--- config.mk ---
export PLATFORM = sky130hd
export DESIGN_NAME = rr_grant_sched8
export DESIGN_NICKNAME = d
export VERILOG_FILES = /design/src/rtl/rr_grant_sched8_pkg.sv /design/src/rtl/rr_pick8.sv /design/src/rtl/rr_grant_sched8.sv
export SDC_FILE = /design/constraint.sdc
export NUM_CORES = 1
export LEC_CHECK = 0
export CAP_MARGIN = 20
export CORE_ASPECT_RATIO = 2
export CORE_MARGIN = 2
export CORE_UTILIZATION = 56
export CTS_CLUSTER_DIAMETER = 50
export DETAILED_ROUTE_END_ITERATION = 12
export GPL_TIMING_DRIVEN = 0
export PLACE_DENSITY_LB_ADDON = 0.25
export SYNTH_ARGS = -nofsm -noshare
export SYNTH_HDL_FRONTEND = slang
export SYNTH_SLANG_ARGS = --single-unit
--- constraint.sdc ---
create_clock -name clk -period 5 [get_ports clk]
set_input_delay 0.5 -clock clk [delete_from_list [all_inputs] [get_ports clk]]
set_output_delay 0.5 -clock clk [all_outputs]
set_load 0.01 [all_outputs]
--- src/rtl/rr_grant_sched8_pkg.sv ---
// Shared definitions for the 8-way round-robin grant scheduler.
package rr_grant_sched8_pkg;

  localparam int NUM_REQ = 8;
  localparam int IDX_W   = 3;

  typedef enum logic {
    ST_IDLE  = 1'b0,
    ST_GRANT = 1'b1
  } state_e;

endpackage

--- src/rtl/rr_pick8.sv ---
// Round-robin picker: first set request bit at or after ptr, wrapping modulo 8.
module rr_pick8
  import rr_grant_sched8_pkg::*;
(
  input  logic [NUM_REQ-1:0] req_i,
  input  logic [IDX_W-1:0]   ptr_i,
  output logic               any_o,
  output logic [IDX_W-1:0]   idx_o
);

  localparam logic [IDX_W:0] NUM_REQ_W = (IDX_W+1)'(NUM_REQ);

  logic [NUM_REQ-1:0] rot_s;
  logic [IDX_W-1:0]   off_s;

  // Rotate so the ptr position lands at bit 0; a zero ptr shifts the upper term out entirely.
  assign rot_s = (req_i >> ptr_i) | (req_i << (NUM_REQ_W - {1'b0, ptr_i}));

  // Lowest set bit of the rotated vector, scanned from the top so the last hit wins.
  always_comb begin
    off_s = {IDX_W{1'b0}};
    for (int i = NUM_REQ - 1; i >= 0; i--) begin
      off_s = rot_s[i] ? IDX_W'(i) : off_s;
    end
  end

  assign any_o = |rot_s;
  assign idx_o = ptr_i + off_s;

endmodule

--- src/rtl/rr_grant_sched8.sv ---
// Round-robin scheduler sharing one 8-line select bus; grants are held until
// release, request drop, or MAX_HOLD cycles, with one idle cycle between grants.
module rr_grant_sched8
  import rr_grant_sched8_pkg::*;
#(
  parameter int MAX_HOLD = 16,
  parameter int CNT_W    = 8
) (
  input  logic               clk,
  input  logic               rst_n,
  input  logic [NUM_REQ-1:0] req_i,
  input  logic               release_i,
  output logic               grant_valid_o,
  output logic [IDX_W-1:0]   grant_idx_o,
  output logic [NUM_REQ-1:0] grant_sel_o,
  output logic               timeout_o
);

  localparam logic [CNT_W-1:0]   HOLD_LAST = CNT_W'(MAX_HOLD - 1);
  localparam logic [NUM_REQ-1:0] SEL_ONE   = {{(NUM_REQ-1){1'b0}}, 1'b1};

  state_e             state_q, state_d;
  logic [IDX_W-1:0]   ptr_q, ptr_d;
  logic [CNT_W-1:0]   hold_q, hold_d;
  logic [IDX_W-1:0]   idx_q, idx_d;
  logic               valid_q, valid_d;
  logic [NUM_REQ-1:0] sel_q, sel_d;
  logic               timeout_q, timeout_d;

  logic               any_s;
  logic [IDX_W-1:0]   pick_idx_s;
  logic               owner_exit_s;
  logic               hold_exit_s;

  rr_pick8 u_pick (
    .req_i (req_i),
    .ptr_i (ptr_q),
    .any_o (any_s),
    .idx_o (pick_idx_s)
  );

  // Owner-driven exits take priority over the hold limit and suppress timeout.
  assign owner_exit_s = release_i | ~req_i[idx_q];
  assign hold_exit_s  = (hold_q == HOLD_LAST);

  // Next-state, pointer, hold counter and output decode.
  always_comb begin
    state_d   = state_q;
    ptr_d     = ptr_q;
    hold_d    = hold_q;
    idx_d     = idx_q;
    valid_d   = valid_q;
    timeout_d = 1'b0;
    case (state_q)
      ST_IDLE: begin
        if (any_s) begin
          state_d = ST_GRANT;
          idx_d   = pick_idx_s;
          valid_d = 1'b1;
          hold_d  = {CNT_W{1'b0}};
        end else begin
          valid_d = 1'b0;
        end
      end
      ST_GRANT: begin
        if (owner_exit_s || hold_exit_s) begin
          state_d   = ST_IDLE;
          ptr_d     = idx_q + IDX_W'(1);
          valid_d   = 1'b0;
          hold_d    = {CNT_W{1'b0}};
          timeout_d = ~owner_exit_s;
        end else begin
          valid_d = 1'b1;
          hold_d  = hold_q + CNT_W'(1);
        end
      end
      default: begin
        state_d = ST_IDLE;
        valid_d = 1'b0;
        hold_d  = {CNT_W{1'b0}};
      end
    endcase
    sel_d = valid_d ? (SEL_ONE << idx_d) : {NUM_REQ{1'b0}};
  end

  // State and registered outputs; reset clears the bus without waiting for clk.
  always_ff @(posedge clk or negedge rst_n) begin
    if (!rst_n) begin
      state_q   <= ST_IDLE;
      ptr_q     <= {IDX_W{1'b0}};
      hold_q    <= {CNT_W{1'b0}};
      idx_q     <= {IDX_W{1'b0}};
      valid_q   <= 1'b0;
      sel_q     <= {NUM_REQ{1'b0}};
      timeout_q <= 1'b0;
    end else begin
      state_q   <= state_d;
      ptr_q     <= ptr_d;
      hold_q    <= hold_d;
      idx_q     <= idx_d;
      valid_q   <= valid_d;
      sel_q     <= sel_d;
      timeout_q <= timeout_d;
    end
  end

  assign grant_valid_o = valid_q;
  assign grant_idx_o   = idx_q;
  assign grant_sel_o   = sel_q;
  assign timeout_o     = timeout_q;

endmodule
==> impl_metrics.toml <==
[floorplanning]
design.portCount = 24
die_height_um = 88.3
floorplan.initialDensity = 0.583
die_w_um = 46.2
fp-row-count = 30
dieArea_um2 = 4080
core-area_um2 = 3420

[critical_path]
required_ns = 5.20
timing.rr.start = "ptr_q[1]"
timing.critical_path.arrival_ns = 4.93
critPathLaunchType = "flip-flop"
r2r.worst_path.cells = 19
worstSetupPathType = "flip-flop to flip-flop"
reg2reg_setup_slack_ns = 0.27
crit-reg2reg-capture = "grant_sel_o[7]"
worst_setup_path_end_kind = "flip-flop"
worstPathMaxFanout = 10

[global_route]
vias_in_the_first_global_route = 1742
global_route.usage.total = 0.253
grt-ovfl-total = 0
use_met1 = 0.218
most_crowded_layer_gr = "met2"
grt_start_max_net_pins = 25
initial_antenna_violation_count = 0
grt_first_pass_wirelength_mm = 7.57
gr-usage-met2 = 0.485
groute.layer.met3.usage = 0.0245

[clock_network]
tritoncts.num_buffers = 3
clkSinkCount = 24
clock_tree_from_tritoncts = "yes"
ctsHtreeMaxLevel = 1
clock_input_transition_at_the_sequential_cells_of_the_worst_setup_and_hold_paths_ns = 0.08
clockRootBuffer = "sky130_fd_sc_hd__clkbuf_8"
post-cts-setup-buffer-count = 0
clk_latency_ns = 0.27
clock_path_buffers = 2

[status]
status = "finished clean"

[placed_design]
buffer_ports.inserted = 23
gp_congestion = 0.942
hpwlAfterDp_mm = 3.93
instance_count_after_placement_with_tap_cells_included = 291

[detailed_routing]
detailedRoute.firstPassIterationCount = 4
wl_per_cell_um = 16.5
wl_mm = 4.87
ant_nets = 0
detail_route.drc_violations = 0
detail_route.vias_per_cell = 6.14
dr_total_vias = 1817
number_of_design_rule_violations_left_by_the_first_detailed_router_iteration = 73

[logic_synthesis]
synth_seq_cells = 24
netlist_top_cells_count = "sky130_fd_sc_hd__dfrtp_1 (24), sky130_fd_sc_hd__nor2_1 (23), sky130_fd_sc_hd__nand2_1 (22), sky130_fd_sc_hd__a21oi_1 (14), sky130_fd_sc_hd__mux2i_1 (9)"
synthesis.nets = 236
distinct_cells_synth = 58
syn_inst = 220
yosys_warnings = 0
netlist_area_um2 = 1990
syn_avg_cell_area_um2 = 9.05
synth_enable_flop_cells = 0
async_flop_share = 1.00
synth_seq_area_share = 0.302
synth_largest_area_cell = "sky130_fd_sc_hd__dfrtp_1"
ys_top_cells_by_area = "sky130_fd_sc_hd__dfrtp_1 (30%), sky130_fd_sc_hd__mux4_2 (5.7%), sky130_fd_sc_hd__mux2i_1 (4.5%)"
synthMostInstantiatedCell = "sky130_fd_sc_hd__dfrtp_1"
synth-main-ff-cell = "sky130_fd_sc_hd__dfrtp_1"
netlist.area_leader.share = 0.302

[timing]
max_slew_margin = 0.526
finalCritPeriodShare = 0.945
final-setup-viol-count = 0
setup_repair_after_global_routing_missed_its_margin = "false"
fmaxAchievable_mhz = 212
worst_case_clock_skew_ns = 0.00446
hold_violation_total_from_the_final_report = 0
period_needed_ns = 4.73
timing_max_transition_violations_final = 0
fin_tns_setup_ns = 0
worst_margin_slew_ns = 0.710

[cells_and_area]
post_route_cells_drive_above_1_share = 0.145
net_count_reported_at_finish = 265
flow.area_growth_from_synthesis_pct = 19.2
antenna-diode-count = 0
final_cells = 296

[pwr]
max_rail_drop_vdd_v = 0.000547
power_density_nw_per_um2 = 743
p_leak_uw = 0.000987

[worst_hold_path]
min_path_type = "primary input to asynchronous set/reset pin"

[run]
max_cap_viol_count = 0
[power breakdown]
part	switching [uW]	internal, uW
sequential	52.0	250
clock	62.4	107
combinational	723	569
[how the worst max path moves through the flow]
stage                     slack [ns]  startpoint             end  cells past startpoint
final                           0.27    ptr_q[1]  grant_sel_o[7]                     19
after global routing            0.09    ptr_q[1]  grant_sel_o[7]                     19
after CTS                       0.11    ptr_q[1]  grant_sel_o[7]                     18
after detailed placement        0.19    ptr_q[1]  grant_sel_o[7]                     18
after global placement          0.21    ptr_q[1]  grant_sel_o[5]                     18
after floorplan                 0.98    ptr_q[1]  grant_sel_o[4]                     19
[worst max-delay path, cell delays in order (launching register included)]
cell and delay (ns):
sky130_fd_sc_hd__dfrtp_1 0.48, sky130_fd_sc_hd__buf_2 0.27, sky130_fd_sc_hd__inv_1 0.12, sky130_fd_sc_hd__ha_1 0.30, sky130_fd_sc_hd__buf_2 0.20, sky130_fd_sc_hd__mux2_2 0.26, sky130_fd_sc_hd__mux2i_1 0.09, sky130_fd_sc_hd__a2111o_1 0.43
sky130_fd_sc_hd__a211o_1 0.28, sky130_fd_sc_hd__a21oi_1 0.17, sky130_fd_sc_hd__o21bai_1 0.10, sky130_fd_sc_hd__a21oi_1 0.16, sky130_fd_sc_hd__ha_1 0.16, sky130_fd_sc_hd__inv_1 0.05, sky130_fd_sc_hd__fa_1 0.41, sky130_fd_sc_hd__xor2_1 0.26
sky130_fd_sc_hd__nand2b_1 0.09, sky130_fd_sc_hd__a2111oi_1 0.52, sky130_fd_sc_hd__a211oi_2 0.15, sky130_fd_sc_hd__nor2_1 0.15
[metal layers]
metal / part of all wire / vias to the layer above
met1: 0.35 / 860
met4: 0.059 / 0
met3: 0.020 / 24
met5: 0 / -
li1: - / 874
met2: 0.57 / 59
[layout by cell type, fill, tap and decap left out, types with 4 or more instances in the layout]
cell | netlist | final
sky130_fd_sc_hd__a21oi_1 | 14 | 14
sky130_fd_sc_hd__a31oi_1 | 4 | 4
sky130_fd_sc_hd__buf_2 | 5 | 5
sky130_fd_sc_hd__clkdlybuf4s50_1 | 0 | 23
sky130_fd_sc_hd__dfrtp_1 | 24 | 24
sky130_fd_sc_hd__ha_1 | 4 | 4
sky130_fd_sc_hd__inv_1 | 7 | 7
sky130_fd_sc_hd__mux2_1 | 4 | 4
sky130_fd_sc_hd__mux2_2 | 5 | 5
sky130_fd_sc_hd__mux2i_1 | 9 | 9
sky130_fd_sc_hd__mux4_2 | 5 | 5
sky130_fd_sc_hd__nand2_1 | 22 | 22
sky130_fd_sc_hd__nand2b_1 | 8 | 8
sky130_fd_sc_hd__nand3_1 | 4 | 4
sky130_fd_sc_hd__nor2_1 | 23 | 23
sky130_fd_sc_hd__nor2b_1 | 5 | 5
sky130_fd_sc_hd__o21ai_0 | 7 | 7
sky130_fd_sc_hd__or2_2 | 4 | 4
[cell type report]
cell class	count	area [um^2]
fill	288	1040
clock inverter	1	30.0
multi-input combinational	177	1310
timing repair buffer	24	241
buffer	12	66.3
clock buffer	3	41.3
tap	48	60.1
sequential	24	601
inverter	7	26.3
[cell families after synthesis]
family	Yosys count	synth area share
AOI/OAI and AO/OA	62	0.225
adders and majority gates	5	0.0352
muxes	24	0.160
buffers and inverters	19	0.0465
DFF	24	0.302
xor gates and xnor gates	4	0.0176
and+or+nand+nor	82	0.214
[registers in the layout, indices dropped and copies added (netlist names)]
| signal | flops |
|---|---|
| hold_q | 8 |
| ptr_q | 3 |
| grant_idx_o | 3 |
| grant_valid_o | 1 |
| timeout_o | 1 |
| grant_sel_o | 8 |
[repair_timing]
| item | 4_1_cts | 5_1_grt |
|---|---|---|
| gates resized for setup | 0 | 2 |
| endpoints found under the setup margin | 0 | 8 |
| hold buffers | 0 | 0 |
[metrics by stage]
stage	hold slack (ns)	cell area, um^2	utilization	setup WS (ns)	power [uW]
2_1_floorplan	0.204	1990	-	0.979	1260
3_3_place_gp	0.478	2280	0.668	0.212	1550
3_5_place_dp	0.501	2280	0.668	0.188	1570
4_1_cts	0.528	2350	0.689	0.115	1750
5_1_grt	0.492	2370	0.695	0.0945	1900
6_report	0.483	2370	0.695	0.273	1760
Power figures use the tool's default switching activity.
